`config.mk`:
```
export PLATFORM = sky130hd
export DESIGN_NAME = dcache_port
export DESIGN_NICKNAME = d
export VERILOG_FILES = /design/src/rtl/dcache_port.sv
export SDC_FILE = /design/constraint.sdc
export NUM_CORES = 1
export LEC_CHECK = 0
export CAP_MARGIN = 40
export CORE_ASPECT_RATIO = 2
export CORE_UTILIZATION = 44
export DETAILED_ROUTE_END_ITERATION = 10
export PLACE_DENSITY_LB_ADDON = 0.08
export SLEW_MARGIN = 15
export SYNTH_ARGS = -nofsm -noshare
export SYNTH_HDL_FRONTEND = slang
export SYNTH_SLANG_ARGS = --single-unit
```
`constraint.sdc`:
```
create_clock -name clk -period 5.2 [get_ports clk]
set_input_delay 1.56 -clock clk [delete_from_list [all_inputs] [get_ports clk]]
set_output_delay 1.56 -clock clk [all_outputs]
set_load 0.005 [all_outputs]
```
`src/rtl/dcache_port.sv`:
```
// Blocking data-cache port: turns M-stage loads/stores into single-word memory requests.
// Optional one-entry line buffer enabled by defining DCACHE_LINE_BUF_EN.
module dcache_port #(
  parameter int unsigned TIMEOUT_CYCLES = 255,
  parameter logic [31:0] RESET_DOUT     = 32'h0000_0000
) (
  input  logic        clk,
  input  logic        reset,
  input  logic        cpu_re,
  input  logic        cpu_we,
  input  logic [31:0] cpu_addr,
  input  logic [31:0] cpu_din,
  input  logic [1:0]  cpu_st_size,
  output logic [31:0] cpu_dout,
  output logic        cpu_stall,
  output logic        cpu_err,
  output logic        mem_req_valid,
  input  logic        mem_req_ready,
  output logic        mem_req_rw,
  output logic [29:0] mem_req_addr,
  output logic [31:0] mem_req_data,
  output logic [3:0]  mem_req_mask,
  input  logic        mem_resp_valid,
  input  logic [31:0] mem_resp_data
);

  localparam int CW = (TIMEOUT_CYCLES < 2) ? 1 : $clog2(TIMEOUT_CYCLES + 1);

  localparam logic [1:0] S_IDLE = 2'd0;
  localparam logic [1:0] S_REQ  = 2'd1;
  localparam logic [1:0] S_WAIT = 2'd2;

  logic [1:0]    state_q, state_d;
  logic [29:0]   addr_q, addr_d;
  logic [31:0]   data_q, data_d;
  logic [3:0]    mask_q, mask_d;
  logic          rw_q, rw_d;
  logic [CW-1:0] cnt_q, cnt_d;
  logic [31:0]   dout_q, dout_d;
  logic          err_q, err_d;

  logic [3:0]    st_mask;
  logic [31:0]   st_data;
  logic          st_misaligned;
  logic [CW-1:0] cnt_inc;
  logic          rd_done;
  logic          rd_timeout;
  logic          rd_hit;
  logic [31:0]   rd_hit_data;

  // Store lane formatting; size 11 behaves as a word store.
  always_comb begin
    st_mask       = 4'b1111;
    st_data       = cpu_din;
    st_misaligned = 1'b0;
    case (cpu_st_size)
      2'b00: begin
        st_mask = 4'b0001 << cpu_addr[1:0];
        st_data = {4{cpu_din[7:0]}};
      end
      2'b01: begin
        st_mask       = cpu_addr[1] ? 4'b1100 : 4'b0011;
        st_data       = {2{cpu_din[15:0]}};
        st_misaligned = cpu_addr[0];
      end
      default: begin
        st_mask       = 4'b1111;
        st_data       = cpu_din;
        st_misaligned = |cpu_addr[1:0];
      end
    endcase
  end

  assign cnt_inc    = cnt_q + 1'b1;
  assign rd_done    = (state_q == S_WAIT) && mem_resp_valid;
  assign rd_timeout = (state_q == S_WAIT) && !mem_resp_valid && (cnt_inc == CW'(TIMEOUT_CYCLES));

`ifdef DCACHE_LINE_BUF_EN
  logic        buf_valid_q, buf_valid_d;
  logic [29:0] buf_addr_q, buf_addr_d;
  logic [31:0] buf_data_q, buf_data_d;
  logic [31:0] buf_merged;
  logic        buf_match;

  assign buf_match   = buf_valid_q && (buf_addr_q == cpu_addr[31:2]);
  assign rd_hit      = buf_match;
  assign rd_hit_data = buf_data_q;

  generate
    for (genvar gi = 0; gi < 4; gi++) begin : g_merge
      assign buf_merged[8*gi +: 8] = st_mask[gi] ? st_data[8*gi +: 8] : buf_data_q[8*gi +: 8];
    end
  endgenerate

  always_comb begin
    buf_valid_d = buf_valid_q;
    buf_addr_d  = buf_addr_q;
    buf_data_d  = buf_data_q;
    if ((state_q == S_IDLE) && cpu_we && !st_misaligned && buf_match) begin
      buf_data_d = buf_merged;
    end else if (rd_done) begin
      buf_valid_d = 1'b1;
      buf_addr_d  = addr_q;
      buf_data_d  = mem_resp_data;
    end else if (rd_timeout) begin
      buf_valid_d = 1'b0;
    end
  end

  always_ff @(posedge clk) begin
    if (!reset) begin
      buf_valid_q <= 1'b0;
      buf_addr_q  <= '0;
      buf_data_q  <= '0;
    end else begin
      buf_valid_q <= buf_valid_d;
      buf_addr_q  <= buf_addr_d;
      buf_data_q  <= buf_data_d;
    end
  end
`else
  assign rd_hit      = 1'b0;
  assign rd_hit_data = 32'h0000_0000;
`endif

  always_comb begin
    state_d = state_q;
    addr_d  = addr_q;
    data_d  = data_q;
    mask_d  = mask_q;
    rw_d    = rw_q;
    cnt_d   = cnt_q;
    dout_d  = dout_q;
    err_d   = 1'b0;
    case (state_q)
      S_IDLE: begin
        // Write wins when both requests are raised together.
        if (cpu_we) begin
          if (st_misaligned) begin
            err_d = 1'b1;
          end else begin
            addr_d  = cpu_addr[31:2];
            data_d  = st_data;
            mask_d  = st_mask;
            rw_d    = 1'b1;
            state_d = S_REQ;
          end
        end else if (cpu_re) begin
          if (rd_hit) begin
            dout_d = rd_hit_data;
          end else begin
            addr_d  = cpu_addr[31:2];
            data_d  = 32'h0000_0000;
            mask_d  = 4'b0000;
            rw_d    = 1'b0;
            state_d = S_REQ;
          end
        end
      end
      S_REQ: begin
        if (mem_req_ready) begin
          if (rw_q) begin
            state_d = S_IDLE;
          end else begin
            state_d = S_WAIT;
            cnt_d   = '0;
          end
        end
      end
      S_WAIT: begin
        if (rd_done) begin
          dout_d  = mem_resp_data;
          state_d = S_IDLE;
        end else if (rd_timeout) begin
          dout_d  = 32'hDEAD_BEEF;
          err_d   = 1'b1;
          state_d = S_IDLE;
          cnt_d   = cnt_inc;
        end else begin
          cnt_d = cnt_inc;
        end
      end
      default: state_d = S_IDLE;
    endcase
  end

  always_ff @(posedge clk) begin
    if (!reset) begin
      state_q <= S_IDLE;
      addr_q  <= '0;
      data_q  <= '0;
      mask_q  <= '0;
      rw_q    <= 1'b0;
      cnt_q   <= '0;
      dout_q  <= RESET_DOUT;
      err_q   <= 1'b0;
    end else begin
      state_q <= state_d;
      addr_q  <= addr_d;
      data_q  <= data_d;
      mask_q  <= mask_d;
      rw_q    <= rw_d;
      cnt_q   <= cnt_d;
      dout_q  <= dout_d;
      err_q   <= err_d;
    end
  end

  assign cpu_stall     = (state_q != S_IDLE);
  assign cpu_err       = err_q;
  assign cpu_dout      = dout_q;
  assign mem_req_valid = (state_q == S_REQ);
  assign mem_req_rw    = rw_q;
  assign mem_req_addr  = addr_q;
  assign mem_req_data  = data_q;
  assign mem_req_mask  = mask_q;

endmodule

```
==> results_dict.tcl, run 1 <==
set metrics [dict create \
    yosys.area_share.simple_pct 17.9 \
    async_flop_share_pct 0 \
    pre_cts_slack_ns 1.35 \
    hold_viol_final 0 \
    criticalPathCategory "input pin to flip-flop" \
    die_w_um 72.3 \
    ctsHoldBuffers 0 \
    clkTransAtPathRegs_ns 0.07 \
    combPwrFrac_pct 17.8 \
    fillers 794 \
    critPathTopFamily "simple AND/OR/NAND/NOR gates" \
    ir_worst_vdd_mv 0.269 \
    ant_nets 0 \
    cts_root_buffer "clkbuf_16" \
    synthesis.nets 628 \
    antenna_found_initial 0 \
    design_area_um2 6820 \
    diodes 0 \
    synthAdderAreaFrac_pct 0.576 \
    cp.required_ns 5.43 \
    finalMaxSlewViolations 0 \
    grt_use_total_pct 24.3 \
    power.share.sequential_pct 47.1 \
    grt-busiest-layer "met2" \
    routed_wl_mm 12.4 \
    dp_hpwl_mm 9.16 \
    fin_crit_sh_pct 67.4 \
    synth-edff-count 0 \
    worst_pin_slew_ns 0.885 \
    rsz0062_at_grt "no" \
    synthXorXnorAreaFrac_pct 0.403 \
    globalRouteMet3Util_pct 4.60 \
    setup_tns_ns 0 \
    cp-end-kind "flip-flop" \
    die-height_um 143 \
    leakage_nw 2.54 \
    ys_types 38 \
    maxCapViolations 0 \
    reg2reg_from "cnt_q[1]" \
    start_util_pct 45.1 \
    area_delta_synth_final_pct 56.9 \
    setup_violations 0 \
    switchingPower_mw 0.469 \
    postCtsSetupBuffers 0 \
    drtIter0Drc 197 \
    drive_above_1_share_pct 4.21 \
    ctsResizeCount 0 \
    p_per_area_nw_per_um2 286 \
    relSlewSlack_pct 40.8 \
    mostFrequentLayoutCell "clkdlybuf4s50_1" \
    sw_frac_of_total_pct 24.1 \
    path_buf_inv 2 \
    die_area_um2 10300 \
    rows 51 \
    critPathCapture "cpu_dout[22]" \
    instances_no_fill 844 \
    synth_compound_area_share_pct 20.9 \
    io_pins 206 \
    post_drt_via_cell_ratio 5.09 \
    met2_usage_pct 41.0 \
    netlist_instances 522 \
    cp_slowest_cell "or4_1" \
    cts_max_path_buffers 2 \
    synth-seq-area-share_pct 50.7 \
    synth_top_flop_cell "dfxtp_1" \
    r2r_slack_ns 2.56 \
    drc 0 \
    first_pass_iters 6 \
    synth_seq_cells 110 \
    worstReg2RegEnd "cpu_dout[22]" \
    placed_area_um2 6510 \
    routedWlPerCell_um 14.7 \
    fmax_mhz 285 \
    setup_slack_ns 1.69 \
    fin_nets 814 \
    synth_top_family_by_area "compound AO/OA/AOI/OAI gates" \
    path_cells "clkdlybuf4s50_1 -> nand2b_1 -> or4_1 -> buf_8 -> a32o_1" \
    grt_use_met1_pct 27.7 \
    fin_worst_skew_ns 0.00933 \
    min_from "mem_req_mask[3]" \
    vias 4293 \
    worstSetupPathDepth 5 \
    fin_crit_ns 3.51 \
    hp-class "flip-flop to flip-flop" \
    overflow 0 \
    cts_sinks 110 \
    power_frac_clock_pct 35.1 \
    synthMuxAreaShare_pct 5.53 \
    coreArea_um2 9640 \
    first_global_vias 4105 \
    utilization_pct 70.8 \
    finalWeightedCongestion 0.770 \
    p_int_mw 1.48 \
    layout_common_cells "clkdlybuf4s50_1, dfxtp_1, nand2_1, a21oi_1, o21ai_0" \
    htree_num_levels 3 \
    crit_arrival_ns 3.74 \
    clock_latency_ns 0.34 \
    synth_area_um2 4350 \
    port_buffers 205 \
    cts_made_buffers 9 \
    grt_pass1_wl_mm 19.7 \
    yosysWarnings 0 \
    path_max_fanout 18 \
    grt_max_degree 48 \
    cts_tree "yes" \
    status "finished clean" \
    dp.cells 828 \
    cp-start-kind "input pin" \
    startpoint "mem_resp_valid" \
    cpPeakStageDelay_ns 0.91 \
    syn_avg_cell_area_um2 8.33 \
    r2r_cells 7 \
]
## flip-flops by register name, indices dropped and copies added (netlist names)
register,count
cnt_q,8
mem_req_rw,1
cpu_err,1
mem_req_addr,30
mem_req_mask,4
mem_req_data,32
state_q,2
cpu_dout,32
## worst min path at each step
stage                                  to  cells past startpoint
after global placement    mem_req_mask[3]                      2
after global routing      mem_req_mask[3]                      2
final                     mem_req_mask[3]                      2
after CTS                 mem_req_mask[3]                      2
after floorplan           mem_req_mask[1]                      2
after detailed placement  mem_req_mask[3]                      2
## cell usage after synthesis, drive strengths merged, types with 2 or more instances
library cell    n  area (um^2)
nand3           6         30.0
or4             2         15.0
nor2           47          176
nor2b           4         32.5
nand2b          2         12.5
buf             8         45.0
o21ai          57          285
and2            3         18.8
dfxtp         110         2200
ha              2         25.0
and3            9         56.3
inv             4         15.0
mux2i          24          240
a21oi          75          379
a32o            8         80.1
xnor2           2         17.5
nand2         102          383
nor3b           2         20.0
a22o            8         70.1
o31ai           3         22.5
nor3            2         10.0
clkbuf         31          116
## cells by family (layout without fill, tap and decap cells)
group           count (synthesis)  after routing
compound gates                159            159
xor+xnor                        2              2
flops                         110            110
buf+inv                        43            233
simple gates                  182            182
fa+ha+maj                       2              2
mux                            24             24
## layer usage
layer	vias to the layer above	wire, um
met2	146	6260
met4	0	567
met1	1957	4970
met3	30	620
li1	2160	-
met5	-	0
## final cells by class
class	instances	area (um^2)	share of cell area, %
Multi-Input combinational cell	369	1970	28.9
Clock buffer	10	239	3.51
Clock inverter	5	58.8	0.863
Tap cell	132	165	2.42
Sequential cell	110	2200	32.3
Inverter	4	15.0	0.220
Timing Repair Buffer	214	2170	31.8
## worst reg2reg max path, cell delays in order (launching register included)
cell and delay [ns]:
dfxtp_1 0.44, ha_1 0.30, nand2_1 0.08, o31ai_1 0.26, a32oi_1 0.09, or4_1 0.86
buf_8 0.29, a32o_1 0.22
## power by group through the flow
| stage | clock network, mW | registers [mW] | logic [mW] |
|---|---|---|---|
| 2_1_floorplan | 0 | 0.937 | 0.129 |
| 3_3_place_gp | 0 | 0.936 | 0.332 |
| 3_5_place_dp | 0 | 0.938 | 0.346 |
| 4_1_cts | 0.698 | 0.919 | 0.348 |
| 5_1_grt | 0.738 | 0.925 | 0.380 |
| 6_report | 0.684 | 0.919 | 0.346 |
## through the flow
stage | power [mW] | hold slack [ns]
after floorplan | 1.07 | 0.435
after global placement | 1.27 | 0.427
after detailed placement | 1.28 | 0.431
after CTS | 1.97 | 0.441
after global routing | 2.04 | 0.462
final | 1.95 | 0.442
(Power assumes the default switching activity.)
==> run 2: changes to the inputs <==
CORE_UTILIZATION = 41   (was 44)
clock period = 3.6 ns   (was 5.2 ns; I/O delays follow)
==> results_dict.tcl, run 2 (synthesis results as in run 1) <==
set metrics [dict create \
    cts_max_path_buffers 2 \
    power_frac_clock_pct 35.8 \
    status "finished clean" \
    postCtsSetupBuffers 0 \
    rsz0062_at_grt "no" \
    criticalPathCategory "flip-flop to output port" \
    fmax_mhz 367 \
    finalMaxSlewViolations 0 \
    dp_hpwl_mm 9.63 \
    hp-class "flip-flop to flip-flop" \
    mostFrequentLayoutCell "clkdlybuf4s50_1" \
    fin_crit_ns 2.72 \
    path_buf_inv 2 \
    cp-end-kind "output port" \
    drc 0 \
    fin_crit_sh_pct 75.6 \
    rows 52 \
    overflow 0 \
    setup_violations 0 \
    drtIter0Drc 258 \
    combPwrFrac_pct 17.6 \
    min_from "mem_req_mask[1]" \
    post_drt_via_cell_ratio 5.22 \
    critPathTopFamily "buffers and inverters" \
    drive_above_1_share_pct 4.62 \
    cts_tree "yes" \
    layout_common_cells "clkdlybuf4s50_1, dfxtp_1, nand2_1, a21oi_1, o21ai_0" \
    hold_end "mem_req_mask[1]" \
    area_delta_synth_final_pct 56.7 \
    dp.cells 833 \
    antenna_found_initial 0 \
    clkTransAtPathRegs_ns 0.07 \
    setup_tns_ns 0 \
    cts_root_buffer "clkbuf_16" \
    cp-start-kind "flip-flop" \
    diodes 0 \
    worstReg2RegEnd "cpu_dout[17]" \
    start_util_pct 42.6 \
    leakage_nw 2.54 \
    crit_arrival_ns 1.64 \
    path_cells "nor2_1 -> inv_1 -> clkdlybuf4s50_1" \
    finalWeightedCongestion 0.779 \
    hold_viol_final 0 \
    ctsHoldBuffers 0 \
    ant_nets 0 \
    fin_worst_skew_ns 0.00686 \
    p_per_area_nw_per_um2 418 \
    p_int_mw 2.14 \
    switchingPower_mw 0.706 \
    die_area_um2 11000 \
    vias 4433 \
    first_pass_iters 4 \
    grt_pass1_wl_mm 21.0 \
    coreArea_um2 10200 \
    port_buffers 205 \
    die-height_um 148 \
    r2r_cells 7 \
    instances_no_fill 850 \
    maxCapViolations 0 \
    routedWlPerCell_um 15.6 \
    grt_use_total_pct 24.5 \
    cpPeakStageDelay_ns 0.47 \
    power.share.sequential_pct 46.6 \
    clock_latency_ns 0.35 \
    relSlewSlack_pct 44.1 \
    path_max_fanout 8 \
    worst_pin_slew_ns 0.836 \
    cts_made_buffers 9 \
    fin_nets 816 \
    min_path_cells 2 \
    routed_wl_mm 13.2 \
    cts_sinks 110 \
    htree_num_levels 3 \
    die_w_um 74.8 \
    cp.required_ns 2.52 \
    grt_max_degree 46 \
    sw_frac_of_total_pct 24.8 \
    first_global_vias 4372 \
    ir_worst_vdd_mv 0.320 \
    ctsResizeCount 0 \
    r2r_slack_ns 1.30 \
    reg2reg_from "cnt_q[1]" \
    io_pins 206 \
    cp_slowest_cell "clkdlybuf4s50_1" \
]
## run 2: worst max-delay path by stage
stage,from,to,depth (start not counted)
floorplan,mem_resp_valid,cpu_dout[20],6
global placement,mem_resp_valid,cpu_dout[4],5
detailed placement,mem_resp_valid,cpu_dout[17],5
CTS,state_q[0],cpu_stall,3
global route,state_q[0],cpu_stall,3
finish,state_q[0],cpu_stall,3
## run 2: worst register-to-register path, delay by kind of cell, from the launching register on
family | cells | cell delay [ns]
AOI/OAI and AO/OA | 3 | 0.60
adders and majority gates | 1 | 0.31
buffers and inverters | 1 | 0.26
DFF | 1 | 0.44
and+or+nand+nor | 2 | 0.59
## run 2: stage by stage
| step | cell area (um^2) | utilization, % | power [mW] | hold WS [ns] | setup slack [ns] |
|---|---|---|---|---|---|
| 6_report | 6810 | 66.7 | 2.85 | 0.440 | 0.877 |
| 5_1_grt | 6810 | 66.7 | 2.98 | 0.475 | 0.781 |
| 4_1_cts | 6800 | 66.5 | 2.88 | 0.445 | 0.853 |
| 3_5_place_dp | 6490 | 63.5 | 1.85 | 0.436 | 0.584 |
| 3_3_place_gp | 6490 | 63.5 | 1.84 | 0.429 | 0.621 |
| 2_1_floorplan | 4350 | - | 1.54 | 0.435 | 1.16 |
## run 2: layer usage
layer	global-route usage, %	share of wire, %	vias to the layer above	routed length [um]
met2	42.8	52	166	6880
met3	5.59	5.7	42	755
li1	-	-	2169	-
met4	12.2	4.4	0	581
met5	0	0	-	0
met1	26.8	38	2056	5020
## run 2: area by class of cell
cell class                      instances  area, um^2
Sequential cell                       110        2200
Timing Repair Buffer                  216        2140
Fill cell                             894        3400
Tap cell                              135         169
Multi-Input combinational cell        369        1980
Clock buffer                           10         239
Inverter                                4        15.0
Clock inverter                          6        70.1
## run 2: power groups by stage
stage / logic, mW / clock network, mW / registers, mW
global route: 0.545 / 1.10 / 1.34
floorplan: 0.186 / 0 / 1.35
global placement: 0.493 / 0 / 1.35
finish: 0.500 / 1.02 / 1.33
CTS: 0.503 / 1.05 / 1.33
detailed placement: 0.500 / 0 / 1.35
